File: config.mk
export PLATFORM = sky130hd
export DESIGN_NAME = ts_scan_ctrl
export DESIGN_NICKNAME = d
export VERILOG_FILES = /design/src/rtl/ts_scan_ctrl_pkg.sv /design/src/rtl/ts_max_sel.sv /design/src/rtl/ts_scan_ctrl.sv
export SDC_FILE = /design/constraint.sdc
export NUM_CORES = 1
export LEC_CHECK = 0
export BUFFER_PORTS_ARGS = -buffer_cell sky130_fd_sc_hd__buf_2
export CORE_MARGIN = 1
export CORE_UTILIZATION = 61
export DETAILED_ROUTE_END_ITERATION = 16
export HOLD_SLACK_MARGIN = 0.1
export PLACE_DENSITY = 0.81
export SLEW_MARGIN = 20
export SYNTH_ARGS = -nofsm -noshare
export SYNTH_HDL_FRONTEND = slang
export SYNTH_SLANG_ARGS = --single-unit
File: constraint.sdc
create_clock -name clk -period 10.8 [get_ports clk]
set_input_delay 1.08 -clock clk [delete_from_list [all_inputs] [get_ports clk]]
set_output_delay 1.08 -clock clk [all_outputs]
set_load 0.01 [all_outputs]
File: src/rtl/ts_scan_ctrl_pkg.sv
// ---------------------------------------------------------------------------
// ts_scan_ctrl_pkg
// Shared definitions for the temperature-sensor scan controller and the
// sensor comparators: scan FSM state encoding, default thresholds/timing
// and the reading type.
// ---------------------------------------------------------------------------
package ts_scan_ctrl_pkg;

    // Scan sequencer states
    typedef enum logic [1:0] {
        ST_IDLE = 2'd0,
        ST_REQ  = 2'd1,
        ST_UPD  = 2'd2,
        ST_DONE = 2'd3
    } scan_state_t;

    // Default reading width and thresholds
    localparam int TS_W        = 8;
    localparam int TS_TH       = 10;
    localparam int TS_GAP      = 16;
    localparam int TS_TO       = 15;
    localparam int TS_ALARM_HI = 200;

    // One unsigned sensor reading
    typedef logic [TS_W-1:0] ts_reading_t;

endpackage

File: src/rtl/ts_max_sel.sv
// ---------------------------------------------------------------------------
// ts_max_sel
// Combinational argmax over NS sensor readings. Sensors whose mask bit is set
// (faulted) are excluded. On equal readings the lowest index wins.
// Ports:
//   rdg     - packed readings, rdg[i] is sensor i
//   mask    - per-sensor exclude flag (1 = faulted)
//   cand    - index of the largest non-excluded reading (0 if none)
//   all_flt - every sensor is excluded
// ---------------------------------------------------------------------------
module ts_max_sel
    import ts_scan_ctrl_pkg::*;
#(
    parameter int NS = 4,
    parameter int W  = TS_W
) (
    input  logic [NS-1:0][W-1:0] rdg,
    input  logic [NS-1:0]        mask,
    output logic [1:0]           cand,
    output logic                 all_flt
);

    logic [W-1:0] best_s;
    logic         found_s;
    logic         take_s;

    // Linear scan; strict '>' keeps the earliest index on ties
    always_comb begin
        cand    = 2'd0;
        best_s  = '0;
        found_s = 1'b0;
        take_s  = 1'b0;
        for (int i = 0; i < NS; i++) begin
            take_s  = !mask[i] && (!found_s || (rdg[i] > best_s));
            cand    = take_s ? 2'(i) : cand;
            best_s  = take_s ? rdg[i] : best_s;
            found_s = found_s | take_s;
        end
        all_flt = &mask;
    end

endmodule

File: src/rtl/ts_scan_ctrl.sv
// ---------------------------------------------------------------------------
// ts_scan_ctrl
// Periodically reads up to four temperature sensors over a shared
// request/acknowledge port, keeps the latest reading of each, and after each
// full scan selects the hottest sensor (with hysteresis) and updates a
// hysteretic over-temperature alarm.
// Ports:
//   clk, rst       - clock; synchronous active-low reset
//   en             - scan enable, looked at only while idle
//   rd_req/rd_sel  - read request and sensor index, held stable while waiting
//   rd_ack/rd_data - read completion and its data (same cycle)
//   hot_idx/hot_val- selected hottest sensor and its stored reading
//   alarm          - over-temperature flag
//   fault          - per-sensor timeout flags from the latest scan
//   scan_done      - one-cycle pulse after each end-of-scan update
// ---------------------------------------------------------------------------
module ts_scan_ctrl
    import ts_scan_ctrl_pkg::*;
#(
    parameter int NS       = 4,
    parameter int W        = TS_W,
    parameter int TH       = TS_TH,
    parameter int GAP      = TS_GAP,
    parameter int TO       = TS_TO,
    parameter int ALARM_HI = TS_ALARM_HI
) (
    input  logic          clk,
    input  logic          rst,
    input  logic          en,
    output logic          rd_req,
    output logic [1:0]    rd_sel,
    input  logic          rd_ack,
    input  logic [W-1:0]  rd_data,
    output logic [1:0]    hot_idx,
    output logic [W-1:0]  hot_val,
    output logic          alarm,
    output logic [NS-1:0] fault,
    output logic          scan_done
);

    localparam int GW = $clog2(GAP + 1);
    localparam int TW = (TO > 1) ? $clog2(TO) : 1;

    localparam logic [GW-1:0] GAP_M1   = GW'(GAP - 1);
    localparam logic [GW-1:0] GAP_MAX  = GW'(GAP);
    localparam logic [TW-1:0] TO_M1    = TW'(TO - 1);
    localparam logic [1:0]    IDX_LAST = 2'(NS - 1);
    // Comparisons are made one bit wider so reading+TH cannot wrap
    localparam logic [W:0]    TH_W1    = (W+1)'(TH);
    localparam logic [W:0]    ALM_SET  = (W+1)'(ALARM_HI);
    localparam logic [W:0]    ALM_CLR  = (W+1)'(ALARM_HI - TH);

    scan_state_t           state_r, state_n;
    logic [GW-1:0]         gap_r, gap_n;
    logic [TW-1:0]         wait_r, wait_n;
    logic [1:0]            idx_r, idx_n;
    logic                  ack_s, to_s, done_s;

    logic [NS-1:0][W-1:0]  rdg_r;
    logic [NS-1:0]         fault_r;
    logic [1:0]            hot_idx_r, hot_idx_n;
    logic [W-1:0]          hot_val_r, hot_val_n;
    logic                  alarm_r, alarm_n;
    logic                  rd_req_r;
    logic                  scan_done_r;

    logic [1:0]            cand_s;
    logic                  all_flt_s;

    ts_max_sel #(
        .NS (NS),
        .W  (W)
    ) u_max_sel (
        .rdg     (rdg_r),
        .mask    (fault_r),
        .cand    (cand_s),
        .all_flt (all_flt_s)
    );

    // FSM state register
    always_ff @(posedge clk) begin
        if (!rst) begin
            state_r <= ST_IDLE;
        end else begin
            state_r <= state_n;
        end
    end

    // Next-state, counters and per-cycle strobes
    always_comb begin
        state_n = state_r;
        gap_n   = gap_r;
        wait_n  = wait_r;
        idx_n   = idx_r;
        ack_s   = 1'b0;
        to_s    = 1'b0;
        done_s  = 1'b0;
        case (state_r)
            ST_IDLE: begin
                wait_n = '0;
                // Saturate at GAP so a late 'en' starts immediately
                gap_n  = (gap_r == GAP_MAX) ? gap_r : gap_r + GW'(1);
                if (en && (gap_r >= GAP_M1)) begin
                    state_n = ST_REQ;
                    idx_n   = 2'd0;
                end else begin
                    state_n = ST_IDLE;
                end
            end
            ST_REQ: begin
                if (rd_ack) begin
                    ack_s   = 1'b1;
                    state_n = ST_UPD;
                end else if (wait_r == TO_M1) begin
                    to_s    = 1'b1;
                    state_n = ST_UPD;
                end else begin
                    wait_n  = wait_r + TW'(1);
                end
            end
            ST_UPD: begin
                wait_n = '0;
                if (idx_r < IDX_LAST) begin
                    idx_n   = idx_r + 2'd1;
                    state_n = ST_REQ;
                end else begin
                    state_n = ST_DONE;
                end
            end
            ST_DONE: begin
                done_s  = 1'b1;
                gap_n   = '0;
                state_n = ST_IDLE;
            end
            default: begin
                state_n = ST_IDLE;
            end
        endcase
    end

    // End-of-scan hot-sensor selection and alarm hysteresis
    always_comb begin
        hot_idx_n = hot_idx_r;
        hot_val_n = hot_val_r;
        alarm_n   = alarm_r;
        if (all_flt_s) begin
            alarm_n = 1'b1;
        end else begin
            if (fault_r[hot_idx_r]) begin
                hot_idx_n = cand_s;
            end else if ({1'b0, rdg_r[cand_s]} > ({1'b0, rdg_r[hot_idx_r]} + TH_W1)) begin
                hot_idx_n = cand_s;
            end else begin
                hot_idx_n = hot_idx_r;
            end
            hot_val_n = rdg_r[hot_idx_n];
            if ({1'b0, hot_val_n} >= ALM_SET) begin
                alarm_n = 1'b1;
            end else if ({1'b0, hot_val_n} < ALM_CLR) begin
                alarm_n = 1'b0;
            end else begin
                alarm_n = alarm_r;
            end
        end
    end

    // Datapath registers and registered outputs
    always_ff @(posedge clk) begin
        if (!rst) begin
            gap_r       <= '0;
            wait_r      <= '0;
            idx_r       <= 2'd0;
            rdg_r       <= '0;
            fault_r     <= '0;
            hot_idx_r   <= 2'd0;
            hot_val_r   <= '0;
            alarm_r     <= 1'b0;
            rd_req_r    <= 1'b0;
            scan_done_r <= 1'b0;
        end else begin
            gap_r       <= gap_n;
            wait_r      <= wait_n;
            idx_r       <= idx_n;
            rd_req_r    <= (state_n == ST_REQ);
            scan_done_r <= done_s;
            if (ack_s) begin
                rdg_r[idx_r]   <= rd_data;
                fault_r[idx_r] <= 1'b0;
            end
            if (to_s) begin
                fault_r[idx_r] <= 1'b1;
            end
            if (done_s) begin
                hot_idx_r <= hot_idx_n;
                hot_val_r <= hot_val_n;
                alarm_r   <= alarm_n;
            end
        end
    end

    assign rd_req    = rd_req_r;
    assign rd_sel    = idx_r;
    assign hot_idx   = hot_idx_r;
    assign hot_val   = hot_val_r;
    assign alarm     = alarm_r;
    assign fault     = fault_r;
    assign scan_done = scan_done_r;

endmodule

==> key figures, run 1 <==
Status
  – Status: finished clean

Final layout
  – Final net count: 604
  – Share of layout cells above drive strength 1: 0.123
  – P&R area growth vs syn: 8.25%
  – Filler Cell Count: 576
  – Antenna cell count: 0
  – Design area: 4860 µm²

Flow run
  – Max_cap viols: 0

Global routing
  – Routing usage on met1: 0.409
  – Total GRT Usage: 0.338
  – Met2 Use GR: 0.579
  – Vias in the first global route: 3919
  – GR Util met3: 0.0462
  – Largest net degree at the start of global routing: 60
  – Gr ovfl total: 0
  – Busiest metal layer after global routing: met2
  – Initial antenna violation count: 0
  – Global-route wire length before repair: 19.4 mm

Synth
  – Ys Warns: 0
  – Post-Syn Area: 4490 µm²
  – Top_reg_cell synth: dfxtp_1
  – #FFs+latches synth: 62
  – Unique masters post-synth: 47
  – Syn Nets: 588
  – Post-synthesis sequential area ratio: 0.277
  – Asr flop ratio synth: 0
  – Gate Count Post-Synth: 534
  – Mean Syn Cell Area: 8.40 µm²
  – Post-synth EDFFs: 0

Worst setup path
  – WP depth: 30
  – WP data arrival: 9.51 ns
  – Crit path max-delay cell type: o22ai_1
  – CP max FO: 23
  – Critical Path Max Stage Delay: 0.84 ns
  – Crit. Startpoint: fault[0]
  – Critical path capture point type: register
  – R2r endpoint: alarm
  – Register-to-Register Path Depth: 30
  – Crit path buffers/inverters: 0
  – Reg2reg setup slack: 1.52 ns
  – Worst endpoint required time: 11.02 ns
  – RR Startpoint: fault[0]
  – Family with the most delay on the worst path: compound AO/OA/AOI/OAI gates
  – Critical path's most frequent cell: ha_1
  – End of the critical path: alarm
  – Path type of the worst setup path: reg -> reg
  – Worst setup SP type: register

Timing
  – Final Max Slew Viols: 0
  – RSZ-0062 raised after global routing: no
  – Final setup vio count: 0
  – Setup TNS: 0 ns
  – Final hold vios: 0
  – Worst Tran Pin Value: 1.06 ns
  – Skew final: 0.00555 ns
  – Final Cycle Share: 0.860
  – F_max: 108 MHz
  – Relative slew slack: 0.291
  – WHS: 0.452 ns
  – Period minus WS final: 9.28 ns

Floorplanning
  – Horiz. Die Dim: 87.8 µm
  – Area of the core: 6940 µm²
  – Die Y: 87.8 µm
  – Row cnt: 30
  – Number of I/O pins: 31
  – Die ar.: 7700 µm²
  – Starting density of the core: 0.646

CTS
  – Num CTS Buffers: 9
  – CTS tree: yes
  – CTS sink count: 62
  – Longest Clk Path Bufs: 2
  – Skew-Pair Late Insertion Delay: 0.33 ns
  – Post-CTS Setup Repair Bufs: 0
  – H-tree Lvls: 3
  – CTS resizes: 0
  – # hold bufs at CTS: 0
  – Reg clk slew, reported paths: 0.06 ns
  – Root Buffer: clkbuf_8

Routing
  – Routed wire length: 12.2 mm
  – Detailed-route via count: 4049
  – DRC: 0
  – Antenna viol nets, final: 0
  – Wire per inst: 18.8 µm
  – Routed vias/inst: 6.22
  – First drt pass iteration count: 5
  – DRT iter0 DRCs: 286

Placed design
  – Port Buffers: 30
  – Gpl congestion: 0.939
  – HPWL Detailed: 8.79 mm
  – Area after DPL: 4630 µm²

Power
  – Peak supply drop: 112 µV
  – Leakage dissipation: 1.87 nW
  – PwrDens: 95.4 nW/µm²

Min path
  – Worst min path class: reg -> reg
## cell usage in the layout (no fill, tap or decap), types with 4 or more instances in the layout
| master | count |
|---|---|
| xor2_1 | 5 |
| and3_1 | 9 |
| inv_1 | 26 |
| a211oi_1 | 4 |
| o211ai_1 | 7 |
| nor2_1 | 21 |
| a21boi_1 | 9 |
| nand4_1 | 9 |
| xnor2_1 | 4 |
| mux4_1 | 5 |
| a21boi_0 | 32 |
| mux2i_1 | 24 |
| mux4_2 | 4 |
| nand3_1 | 5 |
| mux2_2 | 15 |
| a22oi_1 | 14 |
| and2_1 | 8 |
| nor2b_1 | 14 |
| ha_1 | 42 |
| a21oi_1 | 21 |
| dfxtp_1 | 62 |
| o21ai_0 | 15 |
| nand2_1 | 109 |
| clkbuf_8 | 10 |
| nand2b_1 | 10 |
| buf_2 | 30 |
| nor3_1 | 5 |
## cells by family (layout without fill, tap and decap cells)
family                     Yosys count  after routing  share of synthesized area
and+or+nand+nor                    197            197                      0.204
AOI/OAI and AO/OA                  125            125                      0.193
xor gates and xnor gates             9              9                     0.0176
muxes                               48             48                      0.141
DFF                                 62             62                      0.277
buffers and inverters               51             72                     0.0507
adders and majority gates           42             42                      0.117
## power breakdown
group          switching (mW)  internal (mW)  total, mW
clock network          0.0840          0.136      0.220
registers             0.00122          0.230      0.231
logic                 0.00706        0.00601     0.0131
total                  0.0923          0.371      0.464
## worst register-to-register path, delay by kind of cell (launching register included)
kind                       cells  cell delay (ns)
AOI/OAI and AO/OA             16             4.60
muxes                          3             1.10
and+or+nand+nor                7             1.65
DFF                            1             0.64
adders and majority gates      4             1.21
## worst min-delay path by stage
stage | from | depth (start not counted) | end
after floorplan | rdg_r[16] | 2 | rdg_r[16]
after global placement | hot_val[6] | 2 | hot_val[6]
after detailed placement | hot_val[4] | 2 | hot_val[4]
after CTS | hot_val[4] | 2 | hot_val[4]
after global routing | hot_val[4] | 2 | hot_val[4]
final | hot_val[6] | 2 | hot_val[6]
## registers in the layout, summed over array words and instances (netlist names)
register / count
alarm: 1
fault: 4
gap_r: 5
hot_idx: 2
hot_val: 8
rd_req: 1
rd_sel: 2
rdg_r: 32
scan_done: 1
state_r: 2
wait_r: 4
## per-layer routing
| metal | vias to the layer above | part of all wire |
|---|---|---|
| li1 | 1928 | - |
| met1 | 1890 | 0.41 |
| met2 | 180 | 0.47 |
| met3 | 51 | 0.068 |
| met4 | 0 | 0.049 |
| met5 | - | 0 |
## layout make-up
cell class                 instances  area (µm²)  area share
multi-input combinational        421        3030       0.625
sequential                        62        1240       0.255
timing repair buffer              30         150      0.0309
clock buffer                      12         145      0.0299
tap                               96         120      0.0247
inverter                          26        97.6      0.0201
clock inverter                     4        70.1      0.0144
## through the flow
stage / instances / power [mW] / worst slack (ns) / utilization
3_5_place_dp: 635 / 0.249 / 1.54 / 0.667
4_1_cts: 651 / 0.466 / 1.55 / 0.698
2_1_floorplan: 534 / 0.244 / 3.05 / -
6_report: 651 / 0.464 / 1.52 / 0.700
5_1_grt: 651 / 0.476 / 0.703 / 0.700
3_3_place_gp: 635 / 0.248 / 1.98 / 0.667
## synthesized netlist by cell type, types with 15 or more instances
| master | n | share of area |
|---|---|---|
| nand2_1 | 109 | 0.091 |
| dfxtp_1 | 62 | 0.28 |
| ha_1 | 42 | 0.12 |
| a21boi_0 | 32 | 0.054 |
| inv_1 | 26 | 0.022 |
| mux2i_1 | 24 | 0.054 |
| a21oi_1 | 21 | 0.023 |
| nor2_1 | 21 | 0.018 |
| clkbuf_1 | 20 | 0.017 |
| mux2_2 | 15 | 0.038 |
| o21ai_0 | 15 | 0.017 |
Power figures use the tool's default switching activity.
==> run 2, diff against run 1 <==
- ABC_AREA: default -> 1
- CORE_UTILIZATION: 61 -> 40
- PLACE_DENSITY: 0.81 -> default
==> key figures, run 2 <==
Status
  – Status: finished clean

Flow run
  – Max_cap viols: 0 (unchanged)

Final layout
  – Share of layout cells above drive strength 1: 0.0915 (-0.0310)
  – Commonest non-fill, non-tap cell in the layout: nand2_1
  – Most frequent cells in the layout: nand2_1 (184), inv_1 (93), a21oi_1 (68)
  – Final net count: 759 (+26%)
  – Largest Register: rdg_r
  – Largest register FFs: 32 (unchanged)
  – Design area: 4860 µm² (+0.10%)
  – Antenna cell count: 0 (unchanged)
  – P&R area growth vs syn: 8.06%

Synth
  – Unique masters post-synth: 40 (-15%)
  – Top-count cell post-synth: nand2_1
  – Biggest area consumer among synthesized cells: dfxtp_1
  – Post-synthesis sequential area ratio: 0.276 (-0.000769)
  – Main area contributors after synthesis: dfxtp_1 (28%), nand2_1 (15%), ha_1 (12%), inv_1 (7.8%), a21oi_1 (7.6%)
  – Top cell type's share of synthesized area: 0.276 (-0.000769)
  – Top_reg_cell synth: dfxtp_1
  – Ys Warns: 0 (unchanged)
  – #FFs+latches synth: 62 (unchanged)
  – Synth cell count leaders: nand2_1 (184), inv_1 (93), a21oi_1 (68), o21ai_0 (66), dfxtp_1 (62)
  – Gate Count Post-Synth: 689 (+29%)
  – Post-Syn Area: 4500 µm² (+0.28%)
  – Asr flop ratio synth: 0 (unchanged)
  – Mean Syn Cell Area: 6.53 µm² (-22%)
  – Syn Nets: 743 (+26%)
  – Post-synth EDFFs: 0 (unchanged)

Timing
  – Worst Tran Pin Value: 0.936 ns (-0.129 ns)
  – Skew final: 0.00586 ns (+0.000315 ns)
  – Period minus WS final: 7.82 ns (-1.46 ns)
  – Final setup vio count: 0 (unchanged)
  – Relative slew slack: 0.374 (+0.0834)
  – F_max: 128 MHz (+19%)
  – Final Cycle Share: 0.724 (-0.136)
  – Final hold vios: 0 (unchanged)
  – Final Max Slew Viols: 0 (unchanged)
  – Setup TNS: 0 ns (unchanged)
  – RSZ-0062 raised after global routing: no

Global routing
  – Gr ovfl total: 0 (unchanged)
  – Global-route wire length before repair: 22.7 mm (+17%)
  – Largest net degree at the start of global routing: 46 (-23%)
  – Total GRT Usage: 0.258 (-0.0798)
  – Initial antenna violation count: 0 (unchanged)
  – Vias in the first global route: 4407 (+12%)

Power
  – Peak supply drop: 92.0 µV (-18%)
  – Leakage dissipation: 2.32 nW (+24%)
  – PwrDens: 97.7 nW/µm² (+2.4%)

Floorplanning
  – Row cnt: 38 (+27%)
  – Horiz. Die Dim: 108 µm (+23%)
  – Starting density of the core: 0.413 (-0.233)
  – Number of I/O pins: 31 (unchanged)
  – Die ar.: 11700 µm² (+52%)
  – Area of the core: 10900 µm² (+57%)
  – Die Y: 108 µm (+23%)

Placed design
  – Port Buffers: 30 (unchanged)
  – Gpl congestion: 0.962 (+2.5%)
  – Area after DPL: 4670 µm² (+0.78%)
  – HPWL Detailed: 10.8 mm (+23%)

CTS
  – Reg clk slew, reported paths: 0.07 ns (about the same)
  – Num CTS Buffers: 9 (unchanged)
  – CTS sink count: 62 (unchanged)
  – # hold bufs at CTS: 0 (unchanged)
  – H-tree Lvls: 3 (unchanged)
  – CTS tree: yes
  – CTS resizes: 0 (unchanged)
  – Skew-Pair Late Insertion Delay: 0.36 ns (+0.03 ns)
  – Longest Clk Path Bufs: 2 (unchanged)
  – Post-CTS Setup Repair Bufs: 0 (unchanged)
  – Root Buffer: clkbuf_8

Routing
  – Wire per inst: 16.4 µm (-13%)
  – First drt pass iteration count: 5 (unchanged)
  – Routed vias/inst: 5.41 (-13%)
  – DRC: 0 (unchanged)
  – Routed wire length: 14.0 mm (+14%)
  – DRT iter0 DRCs: 259 (-9.4%)
  – Antenna viol nets, final: 0 (unchanged)
  – Detailed-route via count: 4595 (+13%)

Worst setup path
  – WP data arrival: 8.08 ns (-1.43 ns)
  – Worst setup SP type: register
  – Critical Path Max Stage Delay: 0.48 ns (-0.36 ns)
  – Crit path max-delay cell type: inv_1
  – Critical path's most frequent cell: nand2_1
  – CP max FO: 24 (+4.3%)
  – Path type of the worst setup path: reg -> reg
  – Worst endpoint required time: 11.06 ns (+0.04 ns)
  – Critical path capture point type: register

Min path
  – Worst min path class: reg -> reg
## run 2: cell count changes in the layout (fill, tap and decap cells not counted), moves of 24 or more
cell	delta
mux2i_1	-24
nand2_1	+75
a21oi_1	+47
inv_1	+67
o21ai_0	+51
nand3_1	+50
a21boi_0	-32
## run 2: per-layer routing
| layer | vias up | wire length (µm) | GRT usage |
|---|---|---|---|
| li1 | 2304 | - | - |
| met5 | - | 0 | 0 |
| met2 | 156 | 6540 | 0.425 |
| met3 | 28 | 862 | 0.0518 |
| met1 | 2107 | 6230 | 0.326 |
| met4 | 0 | 338 | 0.114 |
## run 2: cell families (layout without fill, tap and decap cells)
logic type / Yosys count / count (layout) / synth area share
buffers and inverters: 121 / 142 / 0.115
adders and majority gates: 42 / 42 / 0.117
DFF: 62 / 62 / 0.276
xor gates and xnor gates: 6 / 6 / 0.0117
AOI/OAI and AO/OA: 166 / 166 / 0.201
and+or+nand+nor: 292 / 292 / 0.280
## run 2: layout make-up
cell class	count	area [µm²]
Clock buffer	13	149
Clock inverter	3	43.8
Fill cell	1138	6020
Inverter	95	357
Multi-Input combinational cell	506	2740
Sequential cell	62	1240
Tap cell	140	175
Timing Repair Buffer	31	158
## run 2: path summary, 6_finish.rpt
kind         startpoint  cells past startpoint  slack (ns)          to
max            fault[0]                     53        2.98       alarm
min          hot_val[5]                      2        0.50  hot_val[5]
max reg2reg    fault[0]                     53        2.98       alarm
min reg2reg  hot_val[5]                      2        0.50  hot_val[5]
## run 2: metrics by stage
stage	total power [mW]	hold slack [ns]	cells	utilization	setup WS, ns
after global routing	0.493	0.525	850	0.447	1.94
after detailed placement	0.269	0.484	834	0.429	3.14
after CTS	0.480	0.505	850	0.447	3.10
after global placement	0.268	0.477	834	0.429	3.36
after floorplan	0.259	0.469	689	-	4.57
final	0.475	0.503	850	0.447	2.98
## run 2: where the power goes
part	leakage (nW)	switching (mW)	internal [mW]	total, mW
clock	0.0976	0.0976	0.113	0.211
combinational	1.72	0.0232	0.0103	0.0335
sequential	0.500	0.00111	0.230	0.231
## run 2: worst max-delay path, delay by kind of cell, from the launching register on
family | cells | cell delay (ns)
buffers and inverters | 7 | 1.34
DFF | 1 | 0.43
AOI/OAI and AO/OA | 4 | 0.66
and+or+nand+nor | 38 | 4.09
adders and majority gates | 4 | 1.20
